<file path="config.mk">
export PLATFORM = sky130hd
export DESIGN_NAME = alu_issue_stage
export DESIGN_NICKNAME = d
export VERILOG_FILES = /design/src/rtl/alu_issue_stage.sv
export SDC_FILE = /design/constraint.sdc
export NUM_CORES = 1
export LEC_CHECK = 0
export ABC_AREA = 1
export CORE_AREA = 2 2 130 132
export CTS_BUF_LIST = sky130_fd_sc_hd__clkbuf_2 sky130_fd_sc_hd__clkbuf_4 sky130_fd_sc_hd__clkbuf_8
export DETAILED_ROUTE_END_ITERATION = 7
export DIE_AREA = 0 0 132 134
export GPL_TIMING_DRIVEN = 0
export PLACE_DENSITY = 0.76
export SLEW_MARGIN = 10
export SYNTH_ARGS = -nofsm -noshare
export SYNTH_HDL_FRONTEND = slang
export SYNTH_SLANG_ARGS = --single-unit
</file>
<file path="constraint.sdc">
create_clock -name clk -period 7.1 [get_ports clk]
set_input_delay 1.065 -clock clk [delete_from_list [all_inputs] [get_ports clk]]
set_output_delay 1.065 -clock clk [all_outputs]
set_load 0.02 [all_outputs]
</file>
<file path="src/rtl/alu_issue_stage.sv">
// ID/EX issue stage: decodes ALU op and operands and registers them behind a 2-entry skid buffer.
// Define ALU_ISSUE_FWD_EN to enable writeback-to-operand forwarding at capture time.
module alu_issue_stage #(
    parameter int WIDTH     = 32,
    parameter int IMM_WIDTH = 16,
    parameter int IDX_W     = 5
) (
    input  logic                 clk,
    input  logic                 reset,
    input  logic                 flush,
    input  logic                 in_valid,
    output logic                 in_ready,
    input  logic [1:0]           in_aluop,
    input  logic [5:0]           in_funct,
    input  logic                 in_use_imm,
    input  logic [IMM_WIDTH-1:0] in_imm,
    input  logic [IDX_W-1:0]     in_rs_idx,
    input  logic [IDX_W-1:0]     in_rt_idx,
    input  logic [WIDTH-1:0]     in_rs_val,
    input  logic [WIDTH-1:0]     in_rt_val,
    input  logic                 fwd_valid,
    input  logic [IDX_W-1:0]     fwd_idx,
    input  logic [WIDTH-1:0]     fwd_data,
    output logic                 out_valid,
    input  logic                 out_ready,
    output logic [WIDTH-1:0]     out_a,
    output logic [WIDTH-1:0]     out_b,
    output logic [2:0]           out_op,
    output logic                 out_illegal
);

    localparam int EW = 2 * WIDTH + 4;
    // Entry packing: {illegal, op, b, a}
    localparam logic [EW-1:0] RST_ENTRY = {1'b0, 3'b010, {(2 * WIDTH){1'b0}}};

    logic [2:0]       dec_op;
    logic             dec_ill;
    logic [WIDTH-1:0] rs_src;
    logic [WIDTH-1:0] rt_src;
    logic [WIDTH-1:0] b_val;
    logic [EW-1:0]    dec_entry;
    logic             accept;

    logic [EW-1:0] out_q, out_d;
    logic          out_valid_q, out_valid_d;
    logic [EW-1:0] skid_q, skid_d;
    logic          skid_valid_q, skid_valid_d;
    logic          in_ready_q, in_ready_d;

    always_comb begin
        dec_op  = 3'b010;
        dec_ill = 1'b0;
        case (in_aluop)
            2'b00: dec_op = 3'b010;
            2'b01: dec_op = 3'b110;
            2'b10: begin
                case (in_funct)
                    6'b100000: dec_op = 3'b010;
                    6'b100010: dec_op = 3'b110;
                    6'b100100: dec_op = 3'b000;
                    6'b100101: dec_op = 3'b001;
                    6'b101010: dec_op = 3'b111;
                    default:   dec_ill = 1'b1;
                endcase
            end
            default: dec_ill = 1'b1;
        endcase
    end

`ifdef ALU_ISSUE_FWD_EN
    always_comb begin
        rs_src = in_rs_val;
        rt_src = in_rt_val;
        // Register 0 is hardwired, so a write to it must never be forwarded
        if (fwd_valid && (fwd_idx != '0)) begin
            if (fwd_idx == in_rs_idx)
                rs_src = fwd_data;
            if ((fwd_idx == in_rt_idx) && !in_use_imm)
                rt_src = fwd_data;
        end
    end
`else
    logic unused_fwd;
    assign unused_fwd = ^{fwd_valid, fwd_idx, fwd_data, in_rs_idx, in_rt_idx};
    assign rs_src = in_rs_val;
    assign rt_src = in_rt_val;
`endif

    assign b_val     = in_use_imm ? {{(WIDTH - IMM_WIDTH){in_imm[IMM_WIDTH-1]}}, in_imm} : rt_src;
    assign dec_entry = {dec_ill, dec_op, b_val, rs_src};
    assign accept    = in_valid && in_ready_q && !flush;

    // Output register refills from skid first so order is preserved; in_ready tracks skid occupancy
    always_comb begin
        out_d        = out_q;
        out_valid_d  = out_valid_q;
        skid_d       = skid_q;
        skid_valid_d = skid_valid_q;
        if (flush) begin
            out_valid_d  = 1'b0;
            skid_valid_d = 1'b0;
        end else if (!out_valid_q || out_ready) begin
            if (skid_valid_q) begin
                out_d        = skid_q;
                out_valid_d  = 1'b1;
                skid_valid_d = 1'b0;
            end else if (accept) begin
                out_d       = dec_entry;
                out_valid_d = 1'b1;
            end else begin
                out_valid_d = 1'b0;
            end
        end else if (accept) begin
            skid_d       = dec_entry;
            skid_valid_d = 1'b1;
        end
        in_ready_d = !skid_valid_d;
    end

    always_ff @(posedge clk or posedge reset) begin
        if (reset) begin
            out_q        <= RST_ENTRY;
            out_valid_q  <= 1'b0;
            skid_q       <= '0;
            skid_valid_q <= 1'b0;
            in_ready_q   <= 1'b1;
        end else begin
            out_q        <= out_d;
            out_valid_q  <= out_valid_d;
            skid_q       <= skid_d;
            skid_valid_q <= skid_valid_d;
            in_ready_q   <= in_ready_d;
        end
    end

    assign in_ready    = in_ready_q;
    assign out_valid   = out_valid_q;
    assign out_a       = out_q[WIDTH-1:0];
    assign out_b       = out_q[2*WIDTH-1:WIDTH];
    assign out_op      = out_q[2*WIDTH+2:2*WIDTH];
    assign out_illegal = out_q[2*WIDTH+3];

endmodule

</file>
=== After elaboration in Yosys (flattened, before gate mapping) ===
Cells that the tools add are included.
W data, S select, Z words.

* Flip-flop bits (word level): 139
* Output and inout port bits: 70
* Logic and storage cells: 41

* Equality and inequality tests: 7
* Muxes and demuxes: 14
* Bitwise operators: 2
* Reduce and logical (&&, ||, !) cells: 13

{| class="wikitable"
|+ Operator list
! cell !! count
|-
| $mux W68 || 2
|-
| $mux W32 || 1
|-
| $eq A6 B6 Y1 const B || 5
|-
| $pmux W3 S4 || 1
|-
| $mux W1 || 8
|-
| $pmux W3 S2 || 1
|-
| $reduce_and A3 Y1 || 2
|-
| $reduce_or A5 Y1 || 1
|-
| $reduce_bool A2 Y1 || 2
|-
| $logic_not A1 Y1 || 3
|-
| $eq A2 B1 Y1 const B || 1
|-
| $eq A2 B2 Y1 const B || 1
|-
| $logic_and A1 B1 Y1 || 2
|-
| $logic_not A2 Y1 || 1
|-
| $not A1 Y1 || 2
|-
| $pmux W1 S2 || 1
|-
| $reduce_or A2 Y1 || 1
|-
| $logic_or A1 B1 Y1 || 1
|}

=== Longest topological paths before layout ===
Gate-level depths: netlist of run 1.

* Word-level depth: 6
* Depth in mapped cells: 9
* Gate-level depth less buffers: 8

=== Worst setup path before layout of run 1 ===
Ideal clock, no wire load.

* Path type: input to register
* From: input port out_ready
* To: register out_q[10]
* Arrival: 1933 ps
* Data required time: 6970 ps
* Setup slack: 5037 ps
* Stages: 5
* Path through: or2_1 -> nand2_1 -> buf_2 -> clkbuf_1 -> o21ai_1

* Word-level cells in the longest chain between the ends: 2

{| class="wikitable"
|+ RTL lines
! element !! line !! source
|-
| from (decl) || 25 || <nowiki>input logic out_ready,</nowiki>
|-
| $logic_or A1 B1 Y1 || 102 || <nowiki>end else if (!out_valid_q || out_ready) begin</nowiki>
|-
| $reduce_and A3 Y1 (no line) || n/a ||
|-
| to (signal assigned) || 128 || <nowiki>out_q <= out_d;</nowiki>
|-
| to (decl) || 44 || <nowiki>logic [EW-1:0] out_q, out_d;</nowiki>
|}

Every way passes these cells.
A chain may end at the register's enable or synchronous reset.

=== Final worst setup path of run 1 ===
* From: register in_ready_q (netlist: in_ready)
* To: output port in_ready

{| class="wikitable"
|+ RTL lines
! element !! line !! source
|-
| from (decl) || 48 || <nowiki>logic in_ready_q, in_ready_d;</nowiki>
|-
| from (signal assigned) || 132 || <nowiki>in_ready_q <= in_ready_d;</nowiki>
|-
| to (decl) || 12 || <nowiki>output logic in_ready,</nowiki>
|}

No word-level cell between the ends.

==> results of run 1 <==
## state kept, by name (all words and copies together) (netlist names)
name / count
out_q: 68
skid_q: 68
in_ready: 1
out_valid: 1
skid_valid_q: 1
## tightest hold or removal path: stages, from the launching register on
cell,delay [ns]
dfstp_2,0.38
nand2_1,0.06
nand2_1,0.05
## metrics by stage
stage	total power (uW)	setup slack [ns]	utilization	instance area (um^2)
2_1_floorplan	1390	2.31	-	6360
3_3_place_gp	1670	0.278	0.507	8260
3_5_place_dp	1690	4.23	0.509	8290
4_1_cts	2420	4.40	0.537	8740
5_1_grt	2520	4.39	0.537	8740
6_report	2400	4.42	0.537	8740
## where the power goes
part           switching (uW)  internal (uW)  total (uW)
registers                97.5            976        1070
clock network             301            428         729
logic                     317            282         599
total                     716           1690        2400
## layer usage
| layer | GRT usage | share of wire | wire length, um |
|---|---|---|---|
| met5 | 0 | 0 | 0 |
| met4 | 0.0851 | 0.026 | 441 |
| met3 | 0.0382 | 0.048 | 820 |
| met2 | 0.324 | 0.49 | 8330 |
| met1 | 0.251 | 0.44 | 7560 |
## final timing paths
| kind | cells past startpoint | end | from |
|---|---|---|---|
| max | 1 | in_ready | in_ready |
| max reg2reg | 7 | out_q[5] | skid_valid_q |
| max in group asynchronous | 3 | in_ready | reset |
| min | 2 | out_q[65] | out_q[65] |
| min in group asynchronous | 2 | out_q[66] | reset |
| min reg2reg | 2 | out_q[65] | out_q[65] |
## area by class of cell
type,count,area share
Sequential cell,139,0.398
Multi-Input combinational cell,495,0.268
Timing Repair Buffer,163,0.189
Inverter,81,0.0356
Tap cell,220,0.0315
Clock buffer,19,0.0292
Buffer,46,0.0266
Clock inverter,12,0.0225
## kinds of logic (layout without fill, tap and decap cells)
logic type / Yosys count / after routing / synth area share
multiplexers: 32 / 32 / 0.0504
AND/OR/NAND/NOR: 292 / 292 / 0.175
adder cells (fa/ha/maj): 3 / 3 / 0.00590
buffers and inverters: 127 / 321 / 0.0848
flip-flops: 139 / 139 / 0.547
AO/OA/AOI/OAI: 168 / 168 / 0.136
## cells in the mapped netlist
master / number
buf_1: 1
nand2_1: 265
o21ai_0: 136
buf_6: 4
or2_1: 1
clkbuf_2: 1
mux2i_1: 32
clkbuf_1: 19
a31oi_1: 2
dfstp_2: 2
o21ai_2: 6
a21oi_1: 2
ha_1: 3
nor2_2: 1
nand4_1: 2
buf_2: 20
dfrtp_1: 137
inv_4: 1
buf_4: 1
inv_2: 1
nand3_1: 8
o21ai_1: 22
nor2_1: 15
inv_1: 79
==> results.rst, run 1 <==
.. list-table::
   :header-rows: 1

   * - Metric
     - Value
   * - Post-Synthesis Net Count
     - 906
   * - Slew at the pin with the worst max-slew slack
     - 0.710 ns
   * - Port buffer count
     - 162
   * - Post-cts hold buffer count
     - 0
   * - Number of global-route vias before repair
     - 5496
   * - Fraction of layout instances using a drive strength above 1
     - 0.0733
   * - Final HPWL from detailed placement
     - 12200 um
   * - Leading area contributor after synthesis
     - dfrtp_1
   * - Starting density of the core
     - 0.390
   * - Max-cap violations
     - 0
   * - Filler cell count in the final layout
     - 1514
   * - Initial antenna violation count
     - 0
   * - Category of the critical setup timing path
     - register to primary output
   * - Number of antenna repair diodes
     - 0
   * - Total Routed Length
     - 17100 um
   * - Mean post-synth cell area
     - 8.36 um^2
   * - Clock edge transition at the registers on the reported setup and hold paths
     - 0.07 ns
   * - Placer Congestion
     - 0.779
   * - Mapped cell area
     - 6360 um^2
   * - Final Hold Fails
     - 0
   * - Top cell family by delay on the critical path
     - buffers and inverters
   * - Die H
     - 134 um
   * - Violation count after the first detailed-route iteration
     - 334
   * - Final critical path time including I/O delays and setup
     - 2.68 ns
   * - Post-synthesis instance total
     - 761
   * - Average routed wire per standard cell
     - 14.6 um
   * - Drc violations
     - 0
   * - Deepest level of the CTS H-tree
     - 4
   * - Largest cells by area after synthesis
     - dfrtp_1 54%, nand2_1 16%, o21ai_0 11%, mux2i_1 5.0%, inv_1 4.7%
   * - Clock tree root driver cell
     - clkbuf_8
   * - Cell chain of the critical path
     - clkdlybuf4s50_1
   * - Leading cell types in the layout, fill and taps excluded
     - 265 x nand2_1, 162 x clkdlybuf4s50_1, 137 x dfrtp_1
   * - CP max FO
     - 2
   * - Nets@finish
     - 1088
   * - Pin count of the biggest net entering global routing
     - 78
   * - Data arrival time of the worst path
     - 1.61 ns
   * - Startpoint type of the worst setup path
     - register
   * - Fin crit share
     - 0.377
   * - Worst hold-check slack
     - 0.477 ns
   * - Area used by sequential logic in the layout
     - 3480 um^2
   * - Count of non-filler cells in the finished layout
     - 1175
   * - Register bit total from synthesis
     - 139
   * - Unrepaired setup endpoints after global routing
     - false
   * - R2r setup slk
     - 5.32 ns
   * - Total number of placement rows
     - 47
   * - Largest stage delay on the critical path
     - 0.65 ns
   * - Width of the die
     - 132 um
   * - Number of search-and-repair iterations in the first detailed-routing pass
     - 6
   * - First-pass GRT wire length
     - 27600 um
   * - Synthesis warning total
     - 0
   * - Fin. max-slew vios
     - 0
   * - Relative area change from synthesis to final layout
     - 37.4%
   * - Resized Gates After CTS
     - 0
   * - Area of the die
     - 17700 um^2
   * - Highest clock frequency the design can meet
     - 373 MHz
   * - Clock latency on the worst-skew pair
     - 0.43 ns
   * - Avg Vias per Cell
     - 4.77
   * - TritonCTS clock tree
     - built
   * - Power density over cell area
     - 275 nW/um^2
   * - Final ANT Viol Nets
     - 0
   * - Number of distinct library cells after synthesis
     - 24
   * - Capturing element type of the critical path
     - primary output
   * - Class of the tightest hold or removal check
     - register to register
   * - Global-route usage over all layers
     - 0.196
   * - Run status
     - complete, no violations
   * - Worst slew margin
     - 0.527
   * - Largest vdd supply drop
     - 0.000136 V
   * - Crit-path slowest cell
     - clkdlybuf4s50_1
   * - Multi-input gate area in the final layout
     - 2340 um^2
   * - Most common cell after layout, fill and taps aside
     - nand2_1
   * - DP Cell Count
     - 1144
   * - Final Skew
     - 0.00629 ns
   * - Proportion of netlist area held by the largest area contributor
     - 0.539
   * - Setup Viol. Count Final
     - 0
   * - Number of top-level design ports
     - 212
   * - Core Region
     - 16300 um^2
   * - Sequential-to-total area share from yosys stat
     - 0.547
   * - Required time reported for the critical path endpoint
     - 6.03 ns
   * - Bufs and invs on worst path
     - 1
   * - Setup Total Neg Slack
     - 0 ns
   * - Post-CTS Repair Setup Buffers
     - 0
   * - Clock buffers created by TritonCTS
     - 17
   * - CTS Buffer Depth
     - 2
   * - DR vias
     - 5599
   * - Overflow left after global routing
     - 0
   * - Leakage power of the design
     - 0.00427 uW
   * - CTS sink cnt
     - 139
No activity file was read; power rests on OpenSTA's default activity.
==> inputs of run 2 (changes only) <==
Clock period 7.1 ns to 2.5 ns, I/O delays scaled along.
==> run 2 against run 1 <==
  * Final cell count up 0.17%
  * Final area fell by 0.56%
  * Register-to-register slack worse by 4.6 ns
  * Wire length increased by 0.22%
  * Setup slack got worse by 3.9 ns
  * Global-route usage grew 0.24 points
  * Critical path type unchanged
  * Critical endpoint unchanged
==> results.rst, run 2 (same netlist as run 1, synthesis figures left out) <==
.. list-table::
   :header-rows: 1

   * - Metric
     - Value
   * - Run status
     - complete, no violations (unchanged)
   * - Clock latency on the worst-skew pair
     - 0.44 ns (was 0.43 ns)
   * - Relative area change from synthesis to final layout
     - 36.7% (was 37.4%)
   * - Crit path capture
     - in_ready (unchanged)
   * - Top cell family by delay on the critical path
     - buffers and inverters (unchanged)
   * - Number of top-level design ports
     - 212 (unchanged)
   * - Non-Filler Cell Area, Final
     - 8690 um^2 (was 8740 um^2)
   * - Average routed wire per standard cell
     - 14.6 um (about the same)
   * - Instance area after placement
     - 8320 um^2 (was 8290 um^2)
   * - Setup Total Neg Slack
     - 0 ns (unchanged)
   * - Most common cell after layout, fill and taps aside
     - nand2_1 (unchanged)
   * - Width of the die
     - 132 um (unchanged)
   * - R2r setup slk
     - 0.75 ns (was 5.32 ns)
   * - Overflow left after global routing
     - 0 (unchanged)
   * - Worst slew margin
     - 0.462 (was 0.527)
   * - Biggest registers after layout
     - out_q x68, skid_q x68 (unchanged)
   * - Global-route usage over all layers
     - 0.198 (was 0.196)
   * - Filler cell count in the final layout
     - 1540 (was 1514)
   * - Unrepaired setup endpoints after global routing
     - false (unchanged)
   * - Reg-to-reg critical path endpoint
     - out_q[6] (was out_q[5])
   * - Leakage power of the design
     - 0.00425 uW (was 0.00427 uW)
   * - Part of the power in combinational logic
     - 0.263 (was 0.249)
   * - Clock edge transition at the registers on the reported setup and hold paths
     - 0.07 ns (about the same)
   * - Post-cts hold buffer count
     - 0 (unchanged)
   * - Number of search-and-repair iterations in the first detailed-routing pass
     - 4 (was 6)
   * - Fin. max-slew vios
     - 0 (unchanged)
   * - Drc violations
     - 0 (unchanged)
   * - Die H
     - 134 um (unchanged)
   * - Number of antenna repair diodes
     - 0 (unchanged)
   * - Category of the critical setup timing path
     - register to primary output (unchanged)
   * - Worst hold-check slack
     - 0.430 ns (was 0.477 ns)
   * - Crit-path slowest cell
     - clkdlybuf4s50_1 (unchanged)
   * - Largest vdd supply drop
     - 0.000304 V (was 0.000136 V)
   * - Clock buffers created by TritonCTS
     - 17 (unchanged)
   * - Avg Vias per Cell
     - 4.74 (was 4.77)
   * - CTS sink cnt
     - 139 (unchanged)
   * - Slew at the pin with the worst max-slew slack
     - 0.806 ns (was 0.710 ns)
   * - Fraction of layout instances using a drive strength above 1
     - 0.0752 (was 0.0733)
   * - Capturing element type of the critical path
     - primary output (unchanged)
   * - Data arrival time of the worst path
     - 1.62 ns (was 1.61 ns)
   * - Required time reported for the critical path endpoint
     - 2.12 ns (was 6.03 ns)
   * - Worst path setup slack after routing
     - 0.504 ns (was 4.42 ns)
   * - Relative contribution of the clock network to total power
     - 0.266 (was 0.304)
   * - Max-cap violations
     - 0 (unchanged)
   * - Initial antenna violation count
     - 0 (unchanged)
   * - Placer Congestion
     - 0.797 (was 0.779)
   * - Setup slack at placement
     - 0.342 ns (was 4.23 ns)
   * - Number of global-route vias before repair
     - 5434 (was 5496)
   * - Core Region
     - 16300 um^2 (unchanged)
   * - Startpoint of the most critical register-to-register path
     - skid_valid_q (unchanged)
   * - Post-CTS Repair Setup Buffers
     - 0 (unchanged)
   * - Final Skew
     - 0.0107 ns (was 0.00629 ns)
   * - Final HPWL from detailed placement
     - 12400 um (was 12200 um)
   * - Resized Gates After CTS
     - 0 (unchanged)
   * - Cell-internal power
     - 4480 uW (was 1690 uW)
   * - DR vias
     - 5575 (was 5599)
   * - R2R depth
     - 7 (unchanged)
   * - Fin crit share
     - 0.798
   * - Area of the die
     - 17700 um^2 (unchanged)
   * - First-pass GRT wire length
     - 27700 um (was 27600 um)
   * - Startpoint type of the worst setup path
     - register (unchanged)
   * - Power density over cell area
     - 745 nW/um^2 (was 275 nW/um^2)
   * - CP max FO
     - 2 (unchanged)
   * - Starting density of the core
     - 0.390 (unchanged)
   * - CP startpoint
     - in_ready (unchanged)
   * - Bufs and invs on worst path
     - 1 (unchanged)
   * - Clock tree root driver cell
     - clkbuf_8 (unchanged)
   * - Leading cell types in the layout, fill and taps excluded
     - 265 x nand2_1, 162 x clkdlybuf4s50_1, 137 x dfrtp_1 (unchanged)
   * - TritonCTS clock tree
     - built (unchanged)
   * - Critical path depth
     - 1 (unchanged)
   * - Class of the tightest hold or removal check
     - primary input to asynchronous set/reset pin (was register to register)
   * - Largest stage delay on the critical path
     - 0.64 ns (was 0.65 ns)
   * - Part of the total power dissipated in sequential elements
     - 0.471 (was 0.447)
   * - Total Routed Length
     - 17200 um (was 17100 um)
   * - Deepest level of the CTS H-tree
     - 4 (unchanged)
   * - Pin count of the biggest net entering global routing
     - 39 (was 78)
   * - Final Hold Fails
     - 0 (unchanged)
   * - Net switching fraction of the power
     - 0.309 (was 0.298)
   * - Violation count after the first detailed-route iteration
     - 360 (was 334)
   * - CTS Buffer Depth
     - 2 (unchanged)
   * - Setup Viol. Count Final
     - 0 (unchanged)
   * - Final critical path time including I/O delays and setup
     - 2.00 ns
   * - Total net switching power
     - 2000 uW (was 716 uW)
   * - Final ANT Viol Nets
     - 0 (unchanged)
   * - Port buffer count
     - 162 (unchanged)
   * - Cell chain of the critical path
     - clkdlybuf4s50_1 (unchanged)
   * - Highest clock frequency the design can meet
     - 501 MHz
   * - Total number of placement rows
     - 47 (unchanged)
   * - Nets@finish
     - 1090 (was 1088)
## run 2: changes by cell type in the layout (fill, tap and decap cells not counted), sizes merged
cell      change
bufinv        -4
clkinvlp      -1
inv           -1
clkinv        +1
clkbuf        +5
buf           +2
## run 2: how the worst min path moves through the flow
stage	from	to	slack, ns	cells past startpoint
after floorplan	skid_q[32]	skid_q[32]	0.44	2
after global placement	skid_q[49]	skid_q[49]	0.45	2
after detailed placement	skid_q[38]	skid_q[38]	0.46	2
after CTS	reset	out_q[29]	0.43	2
after global routing	reset	out_q[29]	0.46	2
final	reset	out_q[29]	0.43	2
## run 2: routing by layer
metal | GRT usage | vias up | part of all wire
met3 | 0.0363 | 26 | 0.038
met2 | 0.326 | 125 | 0.49
met4 | 0.0785 | 0 | 0.020
met5 | 0 | - | 0
met1 | 0.261 | 2653 | 0.45
li1 | - | 2771 | -
## run 2: layout make-up
cell class / count / area [um^2] / area share
tap: 220 / 275 / 0.0317
clock buffer: 24 / 305 / 0.0351
sequential: 139 / 3480 / 0.400
inverter: 81 / 310 / 0.0357
buffer: 46 / 233 / 0.0268
multi-input combinational: 495 / 2340 / 0.269
timing repair buffer: 165 / 1680 / 0.193
clock inverter: 7 / 66.3 / 0.00763
## run 2: power groups by stage
stage          logic [uW]  clock network [uW]  registers [uW]
2_1_floorplan         633                   0            3310
3_3_place_gp         1670                   0            3060
3_5_place_dp         1720                   0            3080
4_1_cts              1720                1760            3050
5_1_grt              1870                1860            3110
6_report             1700                1720            3050
## run 2: per-stage QoR
step,cells,power (uW),utilization
floorplan,761,3940,-
finish,1177,6480,0.534
global route,1177,6850,0.534
global placement,1143,4730,0.507
detailed placement,1146,4810,0.511
CTS,1177,6530,0.534
==> inputs of run 3 (changes only) <==
Clock period 2.5 ns to 2.02 ns, I/O delays scaled along.
==> results of run 3 <==
The final DEF is identical to that of run 2. Status: complete, no violations.
Main changes from that run: setup slack after placement 0.342 ns -> -0.0664 ns; setup slack after layout 0.504 ns -> 0.0964 ns; hold slack 0.430 ns -> 0.358 ns; register-to-register setup slack 0.75 ns -> 0.27 ns; total power 6480 uW -> 8020 uW; worst IR drop on VDD 0.000304 V -> 0.000376 V
